File: config.mk
export PLATFORM = sky130hd
export DESIGN_NAME = sync_fifo_flagged
export DESIGN_NICKNAME = d
export VERILOG_FILES = /design/src/rtl/sync_fifo_pkg.sv /design/src/rtl/fifo_mem.sv /design/src/rtl/sync_fifo_flagged.sv
export SDC_FILE = /design/constraint.sdc
export NUM_CORES = 1
export LEC_CHECK = 0
export BUFFER_PORTS_ARGS = -buffer_cell sky130_fd_sc_hd__clkbuf_2
export CORE_MARGIN = 2
export CORE_UTILIZATION = 55
export DETAILED_ROUTE_END_ITERATION = 8
export PLACE_DENSITY = 0.76
export SLEW_MARGIN = 20
export SYNTH_ARGS = -nofsm -noshare
export SYNTH_HDL_FRONTEND = slang
export SYNTH_SLANG_ARGS = --single-unit
File: constraint.sdc
create_clock -name clk -period 3.6 [get_ports clk]
set_input_delay 0 -clock clk [delete_from_list [all_inputs] [get_ports clk]]
set_output_delay 0 -clock clk [all_outputs]
set_load 0.02 [all_outputs]
File: src/rtl/sync_fifo_pkg.sv
// Shared types and configuration checks for the flagged synchronous FIFO.
package sync_fifo_pkg;

  typedef enum logic {
    FIFO_STD  = 1'b0,
    FIFO_FWFT = 1'b1
  } fifo_mode_e;

  // Legal configuration: power-of-two depth of at least 2, thresholds inside the occupancy range.
  function automatic bit fifo_cfg_ok(int width, int depth, int afull_thr, int aempty_thr);
    return (width >= 1) && (depth >= 2) && ((depth & (depth - 1)) == 0) &&
           (afull_thr >= 1) && (afull_thr <= depth) &&
           (aempty_thr >= 0) && (aempty_thr <= depth - 1);
  endfunction

endpackage

File: src/rtl/fifo_mem.sv
// DEPTH x WIDTH storage: synchronous write port, asynchronous read port; no reset.
// Latency: write lands on the clock edge, read is combinational; no flow control of its own.
module fifo_mem #(
  parameter int WIDTH = 8,
  parameter int DEPTH = 16
) (
  input  logic                     clk,
  input  logic                     we,
  input  logic [$clog2(DEPTH)-1:0] waddr,
  input  logic [WIDTH-1:0]         wdata,
  input  logic [$clog2(DEPTH)-1:0] raddr,
  output logic [WIDTH-1:0]         rdata
);

  logic [WIDTH-1:0] mem [DEPTH];

  always_ff @(posedge clk) begin
    if (we) mem[waddr] <= wdata;
  end

  assign rdata = mem[raddr];

endmodule

File: src/rtl/sync_fifo_flagged.sv
// Single-clock FIFO with occupancy count, threshold flags and overflow/underflow pulses.
// Latency: STD data one edge after rd_en, FWFT word shown right after its write; full rejects writes, empty rejects reads.
module sync_fifo_flagged
  import sync_fifo_pkg::*;
#(
  parameter int         WIDTH      = 8,
  parameter int         DEPTH      = 16,
  parameter int         AFULL_THR  = DEPTH - 2,
  parameter int         AEMPTY_THR = 2,
  parameter fifo_mode_e MODE       = FIFO_STD
) (
  input  logic                   clk,
  input  logic                   rst,
  input  logic                   wr_en,
  input  logic [WIDTH-1:0]       d_in,
  input  logic                   rd_en,
  output logic [WIDTH-1:0]       d_out,
  output logic                   valid,
  output logic                   full,
  output logic                   empty,
  output logic                   almost_full,
  output logic                   almost_empty,
  output logic [$clog2(DEPTH):0] count,
  output logic                   overflow,
  output logic                   underflow
);

  localparam int AW = $clog2(DEPTH);
  localparam int CW = AW + 1;

  if (!fifo_cfg_ok(WIDTH, DEPTH, AFULL_THR, AEMPTY_THR)) begin : g_bad_cfg
    $error("sync_fifo_flagged: illegal WIDTH/DEPTH/threshold configuration");
  end

  logic [AW-1:0]    wr_ptr;
  logic [AW-1:0]    rd_ptr;
  logic [WIDTH-1:0] mem_rdata;
  logic             wa;
  logic             ra;

  assign wa = wr_en && !full;
  assign ra = rd_en && !empty;

  // Count is kept separately from the pointers so all DEPTH slots are usable.
  always_ff @(posedge clk) begin
    if (rst) begin
      wr_ptr    <= '0;
      rd_ptr    <= '0;
      count     <= '0;
      overflow  <= 1'b0;
      underflow <= 1'b0;
    end else begin
      if (wa) wr_ptr <= wr_ptr + 1'b1;
      if (ra) rd_ptr <= rd_ptr + 1'b1;
      case ({wa, ra})
        2'b10:   count <= count + 1'b1;
        2'b01:   count <= count - 1'b1;
        default: count <= count;
      endcase
      overflow  <= wr_en && !wa;
      underflow <= rd_en && !ra;
    end
  end

  assign full         = (count == CW'(DEPTH));
  assign empty        = (count == '0);
  assign almost_full  = (count >= CW'(AFULL_THR));
  assign almost_empty = (count <= CW'(AEMPTY_THR));

  fifo_mem #(
    .WIDTH (WIDTH),
    .DEPTH (DEPTH)
  ) u_mem (
    .clk   (clk),
    .we    (wa),
    .waddr (wr_ptr),
    .wdata (d_in),
    .raddr (rd_ptr),
    .rdata (mem_rdata)
  );

  if (MODE == FIFO_STD) begin : g_std
    logic [WIDTH-1:0] d_out_q;
    logic             valid_q;

    always_ff @(posedge clk) begin
      if (rst) begin
        d_out_q <= '0;
        valid_q <= 1'b0;
      end else begin
        valid_q <= ra;
        if (ra) d_out_q <= mem_rdata;
      end
    end

    assign d_out = d_out_q;
    assign valid = valid_q;
  end else begin : g_fwft
    // Head of queue is presented directly; rd_en acknowledges and pops it.
    assign d_out = mem_rdata;
    assign valid = !empty;
  end

endmodule

==> results of run 1 <==
-- path summary, 6_finish.rpt --
kind / start / to / slack, ns / cells after the start
worst max register to register: count[1]$_SDFFE_PP0P_ / count[4]$_SDFFE_PP0P_ / 0.66 / 9
worst max-delay path: count[1]$_SDFFE_PP0P_ / count[4]$_SDFFE_PP0P_ / 0.66 / 9
worst min register to register: d_out[0]$_SDFFE_PP0P_ / d_out[0]$_SDFFE_PP0P_ / 0.51 / 2
worst min-delay path: rd_en / underflow$_SDFF_PP0_ / 0.32 / 3
-- worst reg2reg max path: stages (launching register included) --
cell and delay (ns):
sky130_fd_sc_hd__dfxtp_1 0.49, sky130_fd_sc_hd__nor4_1 0.14, sky130_fd_sc_hd__a21boi_1 0.45, sky130_fd_sc_hd__inv_1 0.12, sky130_fd_sc_hd__ha_1 0.30, sky130_fd_sc_hd__fa_1 0.44
sky130_fd_sc_hd__a21o_1 0.17, sky130_fd_sc_hd__a21oi_1 0.17, sky130_fd_sc_hd__mux2i_1 0.21, sky130_fd_sc_hd__mux2_2 0.34
-- per-stage QoR --
step                      hold WS (ns)  cell area, um^2  utilization, %
after floorplan                0.09887             6136               -
after global routing            0.3193             7079           65.30
after CTS                       0.2811             7079           65.30
final                           0.3213             7079           65.30
after detailed placement        0.2894             6370           58.76
after global placement          0.2898             6370           58.76
-- cell type report --
type,count,area (um^2)
repair buffers,48,322.8
multi-input cells,216,1639
fillers,764,3761
inverters,4,15.01
clock inverters,14,181.4
clock buffers,18,417.9
flip-flops and latches,152,4328
well taps,140,175.2
-- power groups by stage --
stage,Combinational (mW),Clock (mW),Sequential [mW]
floorplan,0.622,0,2.24
CTS,0.973,1.81,2.16
finish,0.982,1.79,2.16
detailed placement,0.952,0,2.19
global route,1.06,1.88,2.18
global placement,0.927,0,2.18
-- repair_timing --
| item | in CTS | in global routing |
|---|---|---|
| hold buffers | 11 | 0 |
| gates resized for setup | 0 | 0 |
| hold endpoints to repair | 135 | 0 |
-- registers in the layout (all words and copies together), names as in the netlist --
register and count:
rd_ptr 4, wr_ptr 4, underflow 1, u_mem.mem 128
overflow 1, d_out 8, valid 1, count 5
-- cells in the final DEF (no fill, tap or decap), drive strengths merged, types with 5 or more instances in the layout --
master       instances
nor3                 5
nor4                 9
ha                   9
clkinv               8
clkbuf              49
edfxtp             128
mux2i               68
a211oi               8
nor2                37
o22ai               32
nand2                6
xor2                 6
dlygate4sd3         11
buf                  6
dfxtp               24
-- routing by layer --
| layer | wire (um) | vias to the layer above | track usage, % |
|---|---|---|---|
| met1 | 5401 | 1779 | 30.52 |
| met5 | 0 | - | 0 |
| met4 | 176 | 0 | 7.685 |
| met2 | 6498 | 124 | 38.23 |
| met3 | 820 | 18 | 5.691 |
| li1 | - | 1613 | - |
-- cells by family after synthesis --
group	share of synthesized area (%)
flops	70.47
simple gates	6.015
mux	11.28
compound gates	5.975
buf+inv	2.814
fa+ha+maj	2.162
xor+xnor	1.285
==> results, run 1 <==
- Summing every instance area after synthesis gives 0.006136 mm^2.
- The critical setup path kind is reg2reg.
- The number of synthesized register bits is 152.
- The share of the yosys chip area belonging to registers is 70.47%.
- After the flow finishes, the layout carries non-filler instances totaling 592.
- The unique cell type count in the Yosys netlist is 37.
- The cell chosen for the clock root is sky130_fd_sc_hd__clkbuf_8.
- Setup repair after global routing left no endpoint under its margin.
- Entering global routing, the biggest net connects 40 pins.
- The initial antenna violation count is 0.
- The longest individual stage delay on the worst path is 0.49 ns.
- The antenna violation net count after detailed routing is 0.
- Across the routed clock network, the largest skew measured is 0.005203 ns.
- The maximum clock frequency is 340.3 MHz.
- The count of endpoints failing setup in the final report is 0.
- The share of cells above drive strength 1 is 15.71%.
- The slack of the critical path is 0.6616 ns.
- Traced cell by cell, the critical path runs through nor4_1 -> a21boi_1 -> inv_1 -> ha_1 -> fa_1 -> a21o_1 -> a21oi_1 -> mux2i_1 -> mux2_2.
- The final worst-path cycle share is 81.62%.
- The share of the synthesized area in the top cell type is 62.64%.
- The via count is 3534.
- The wire length per cell is 21.79 um.
- Of all flip-flops after synthesis, the portion carrying an async set or reset was 0%.
- The critical-path maximum fanout is 8.
- The die covers 0.01202 mm^2.
- The worst relative slew slack is 42.38%.
- In this run the deepest clock path goes through 2 buffers.
- Prior to clock tree synthesis, the placed netlist has a worst setup slack of 0.7040 ns.
- The total net switching power is 1.433 mW.
- In this run the number of H-tree levels came out at 4.
- After the first detailed-routing iteration, the DRC count stood at 356.
- Across every metal layer, demand over resource in global routing totals 23.25%.
- On the critical path the largest part of the delay comes from compound AO/OA/AOI/OAI gates.
- The port buffer count is 31.
- Clock latency on the worst-skew pair, taken at its later pin, is 0.53 ns.
- For this configuration, the core starts out at a cell density of 56.60%.
- The slowest stage of the critical path is the sky130_fd_sc_hd__dfxtp_1 cell.
- The pre-antenna-repair detailed-routing pass consisted of 5 iterations.
- The power density of the placed cells is 696.7 mW/mm^2.
- The clock share of power is 36.3%.
- Dividing the detail-routed via count by the number of cells gives 5.970.
- The cell count after synthesis came out at 397.
- The placement row count is 38.
- The number of synthesis warnings is 0.
- TritonCTS built the clock tree.
- The cell count after placement is 549.
- The total clock buffers created by CTS is 17.
- The kind of path behind the tightest hold check is in2reg.
- The number of enable-type register cells in the synthesized netlist is 128.
- For the pin with the worst max-slew slack, the measured transition is 0.8611 ns.
- The worst setup path is launched from a flip-flop.
- The number of endpoints with negative hold slack in the final report was 0.
- The leakage component of the power is 2.342 nW.
- The worst-case IR drop observed on VDD is 0.0004057 V.
- The first-pass GRT wire length is 19500 um.
- The floorplan step set the die height to 109.6 um.
- For this run, the leading register cell type out of synthesis is sky130_fd_sc_hd__edfxtp_1.
- Per report_power, the sequential group accounts for 43.8% of the total.
- The final weighted congestion in routability-driven placement is 0.8064.
- The clock edge transition at the registers on the reported setup and hold paths is 0.06 ns.
- Sorting the synthesized cells by how often they occur yields 128 x sky130_fd_sc_hd__edfxtp_1, 68 x sky130_fd_sc_hd__mux2i_1, 37 x sky130_fd_sc_hd__nor2_1.
- Compared with the post-synthesis result, the final layout area differs by 15.38%.
- Net switching is 29.06% of the power.
- The flow ran to the end, and the final reports show no timing, DRC or antenna violations.
- The net count reported at finish is 461.
- The synthesized net count is 419.
- Post-CTS timing repair inserted 0 buffers for setup.
- Counting every sink on the clock net gives 152.
- The data required time of the critical path is 4.02 ns.
- Yosys attributes the largest share of cell area to sky130_fd_sc_hd__edfxtp_1 63%, sky130_fd_sc_hd__mux2i_1 11%, sky130_fd_sc_hd__dfxtp_1 7.8%, sky130_fd_sc_hd__o22ai_1 3.3%, sky130_fd_sc_hd__nor2_1 2.3%.
- The via count of the first global-routing pass was 3485.
- The top cell type by total area after synthesis is sky130_fd_sc_hd__edfxtp_1.
- Summed over all layers, the routed wires come to 12900 um.
- The number of DRC violations after detailed routing is 0.
- The most instantiated library cell after synthesis is sky130_fd_sc_hd__edfxtp_1.
- The arrival time at the worst endpoint is 3.36 ns.
- Across the run, the number of max-cap violations was 0.
- Combinational logic burns 19.9% of the power.
- The buffers plus inverters on the worst setup path is 1.
- Measured along the x axis, the die boundary spans 109.6 um.
- The synthesized area per cell is 15.46 um^2.
- The clock period minus final worst setup slack is 2.938 ns.
- The region available for standard cell placement spans 0.01084 mm^2.
- Summed over all nets, the half-perimeter wirelength after detailed placement is 7850 um.
- The total count of max-transition violations in the final report was 0.
- 32 I/O pins were placed.
- After global routing the overflow that remains totals 0.
- In the final timing run, aggregate negative setup slack is 0 ns.
- The internal power of the cells totals 3.499 mW.
- The number of antenna repair diodes is 0.
- After layout, the design draws a total of 4.932 mW.
- The type of element capturing the critical path is a flip-flop.
Note: power is estimated with default switching activity, not from simulation.
==> inputs of run 2 (changes only) <==
- clock period: 3.6 -> 2.95 ns (I/O delays scaled with it)
==> run 2 against run 1 <==
Die area did not move. Sequential power rose by 22%. Maximum frequency rose by 8.7%. Sequential share of layout area fell by 0.14 points. Cell area rose by 0.23%. Combinational power rose by 20%. Critical path type unchanged. Hold slack got worse by 0.30 ns. Clock-buffer cell count rose by 3. Largest cell class unchanged. Global-route usage fell by 1.5 points. First-iteration DRC count fell by 15%. Register-to-register slack got worse by 0.41 ns. Sequential cell count did not move.
==> results, run 2 (synthesis results as in run 1) <==
- The run finished with clean final reports.
- The number of cells on the worst hold path was 2 (-1).
- The total overflow reported by the global router is 0 (unchanged).
- The area growth from synthesis to layout is 15.64%.
- The number of endpoints with negative hold slack in the final report is 0 (unchanged).
- The worst setup path is captured at a flip-flop.
- The first-pass GRT wire length was 18330 um (-6.0%).
- The critical path in this run is classified as reg2reg.
- The clock edge transition at the registers on the reported setup and hold paths is 0.06 ns (about the same).
- The critical-path maximum fanout was 7 (-1).
- The clock period minus final worst setup slack came to 2.702 ns (-0.2359 ns).
- The total count of max-transition violations in the final report was 0 (unchanged).
- In this run the critical register-to-register path is captured at count[4]$_SDFFE_PP0P_.
- The number of DRC violations after detailed routing came to 0 (unchanged).
- CTS placed an instance of sky130_fd_sc_hd__clkbuf_8 at the clock tree root.
- The total number of clock tree sinks came to 152 (unchanged).
- The longest individual stage delay on the worst path is 0.42 ns (-0.07 ns).
- The area of the core was 0.01084 mm^2 (unchanged).
- The number of flip-flops under the largest register name was 128 (unchanged).
- The antenna violation net count after detailed routing is 0 (unchanged).
- The setup TNS after final layout was 0 ns (unchanged).
- The per-cell via count in the routed design came to 5.827 (-2.4%).
- In this run the critical register-to-register path is launched from count[0]$_SDFFE_PP0P_.
- The number of cell instances on the worst register-to-register path came to 8 (-1).
- The most frequent standard cell in the layout excluding fill and tap cells is sky130_fd_sc_hd__edfxtp_1.
- The initial antenna violation count was 0 (unchanged).
- The placement row count is 38 (unchanged).
- The data required time of the critical path is 3.37 ns (-0.65 ns).
- The port buffer count is 31 (unchanged).
- The top cell types in the final layout, fill and taps aside, are 128 x sky130_fd_sc_hd__edfxtp_1, 68 x sky130_fd_sc_hd__mux2i_1, 37 x sky130_fd_sc_hd__nor2_1.
- The leakage component of the power was 2.354 nW (+0.53%).
- The first-pass iteration count of the detailed router is 5 (unchanged).
- The count of endpoints failing setup in the final report came to 0 (unchanged).
- The largest register by flop count is u_mem.mem.
- The pin count of the biggest net entering global routing was 30 (-25%).
- Walking the worst path, the cells encountered are nor4_1 -> a21boi_1 -> ha_1 -> fa_1 -> a21o_1 -> a21oi_1 -> mux2i_1 -> mux2_2.
- The maximum vdd drop was 0.0004982 V (+23%).
- On the critical path the largest part of the delay comes from adder cells.
- The number of maximum-capacitance constraint violations is 0 (unchanged).
- Setup repair after global routing left no endpoint under its margin.
- The worst relative slew slack is 42.58% (+0.20 points).
- The maximum buffer depth of the clock tree is 2 (unchanged).
- The slew at the pin closest to its max-slew limit is 0.8582 ns (-0.002931 ns).
- The share of cells above drive strength 1 is 16.48% (+0.78 points).
- The number of antenna repair diodes was 0 (unchanged).
- The overall fraction of global-route tracks in use is 21.76% (-1.5 points).
- The x dimension of the die is 109.6 um (unchanged).
- The kind of path behind the tightest hold check is in2reg.
- The power density of the placed cells is 840.5 mW/mm^2 (+21%).
- The final setup skew is 0.01051 ns (+0.005311 ns).
- The initial core utilization came to 56.60% (unchanged).
- The startpoint identified for the worst hold timing path is rst.
- The total clock buffers created by CTS was 17 (unchanged).
- The final wirelength is 12190 um (-5.5%).
- The count of non-filler cells in the finished layout is 595 (+0.51%).
- The wire length per cell is 20.49 um (-5.9%).
- The via count of the first global-routing pass is 3274 (-6.1%).
- The startpoint type of the worst setup path is a flip-flop.
- The post-CTS setup repair buffer count is 0 (unchanged).
- The arrival time at the worst endpoint was 3.12 ns (-0.24 ns).
- The first-iteration detailed-routing DRC count was 302 (-15%).
- The slowest stage of the critical path belongs to the cell sky130_fd_sc_hd__nor4_1.
- The vertical die dimension is 109.6 um (unchanged).
- The final worst-path cycle share came to 91.61% (+10 points).
- The overall power consumption is 5.964 mW (+21%).
- The overall die area was 0.01202 mm^2 (unchanged).
- The net count reported at finish came to 464 (+0.65%).
- The top-level port count is 32 (unchanged).
- The source-to-sink clock delay at the later pin of the worst-skew pair came to 0.53 ns (about the same).
- The buffers plus inverters on the worst setup path is 0 (-1).
- The cell count after placement was 553 (+0.73%).
- TritonCTS built the clock tree.
- The number of levels in the clock H-tree is 4 (unchanged).
- The minimum hold slack is 0.01774 ns (-0.3036 ns).
- The worst reg-to-reg setup slack is 0.25 ns (-0.41 ns).
- The via count is 3467 (-1.9%).
- The maximum clock frequency is 370.0 MHz (+8.7%).
- The detailed placer's ending HPWL is 7744 um (-1.4%).
- The final weighted congestion in routability-driven placement is 0.8361 (+3.7%).
- The worst min-delay path endpoint is wr_ptr[1]$_SDFFE_PP0P_.
[run 2: cell types whose count changed in the layout (fill, tap and decap cells not counted), sizes merged]
cell	before	now
inv	4	5
dlygate4sd3	11	10
clkinv	8	5
bufinv	4	3
clkbuf	49	52
buf	6	10
[run 2: layout make-up]
cell class              count  area (um^2)
well taps                 140        175.2
fillers                   749         3745
repair buffers             51        342.8
multi-input cells         216         1639
inverters                   4        15.01
flip-flops and latches    152         4328
clock buffers              21        449.2
clock inverters            11        146.4
[run 2: where the power goes]
| part | switching, mW | internal (mW) |
|---|---|---|
| Combinational | 0.752 | 0.424 |
| Clock | 0.826 | 1.33 |
| Sequential | 0.140 | 2.49 |
[run 2: timing repair]
action	4_1_cts	5_1_grt
endpoints found under the hold margin	134	0
hold buffers	10	0
setup endpoints to repair	0	0
gates resized for setup	0	0
[run 2: how the worst max path moves through the flow]
stage	start	end	cells after the start
2_1_floorplan	count[0]$_SDFFE_PP0P_	count[4]$_SDFFE_PP0P_	9
3_3_place_gp	count[0]$_SDFFE_PP0P_	count[4]$_SDFFE_PP0P_	8
3_5_place_dp	count[0]$_SDFFE_PP0P_	count[4]$_SDFFE_PP0P_	8
4_1_cts	count[0]$_SDFFE_PP0P_	count[4]$_SDFFE_PP0P_	8
5_1_grt	count[0]$_SDFFE_PP0P_	count[4]$_SDFFE_PP0P_	8
6_report	count[0]$_SDFFE_PP0P_	count[4]$_SDFFE_PP0P_	8
[run 2: metrics by stage]
stage	util [%]	setup WS (ns)	cell area (um^2)
after floorplan	-	0.1774	6136
after global placement	59.04	0.3598	6400
after detailed placement	59.04	0.2828	6400
after CTS	65.45	0.2715	7096
after global routing	65.45	0.03745	7096
final	65.45	0.2475	7096
[run 2: layer usage]
layer  global-route usage [%]  vias to the layer above  wire length, um
met2                    35.10                      117             6063
met4                    6.329                        0              102
met3                    5.572                        9              765
met1                    29.49                     1718             5262
met5                        0                        -                0
li1                         -                     1623                -
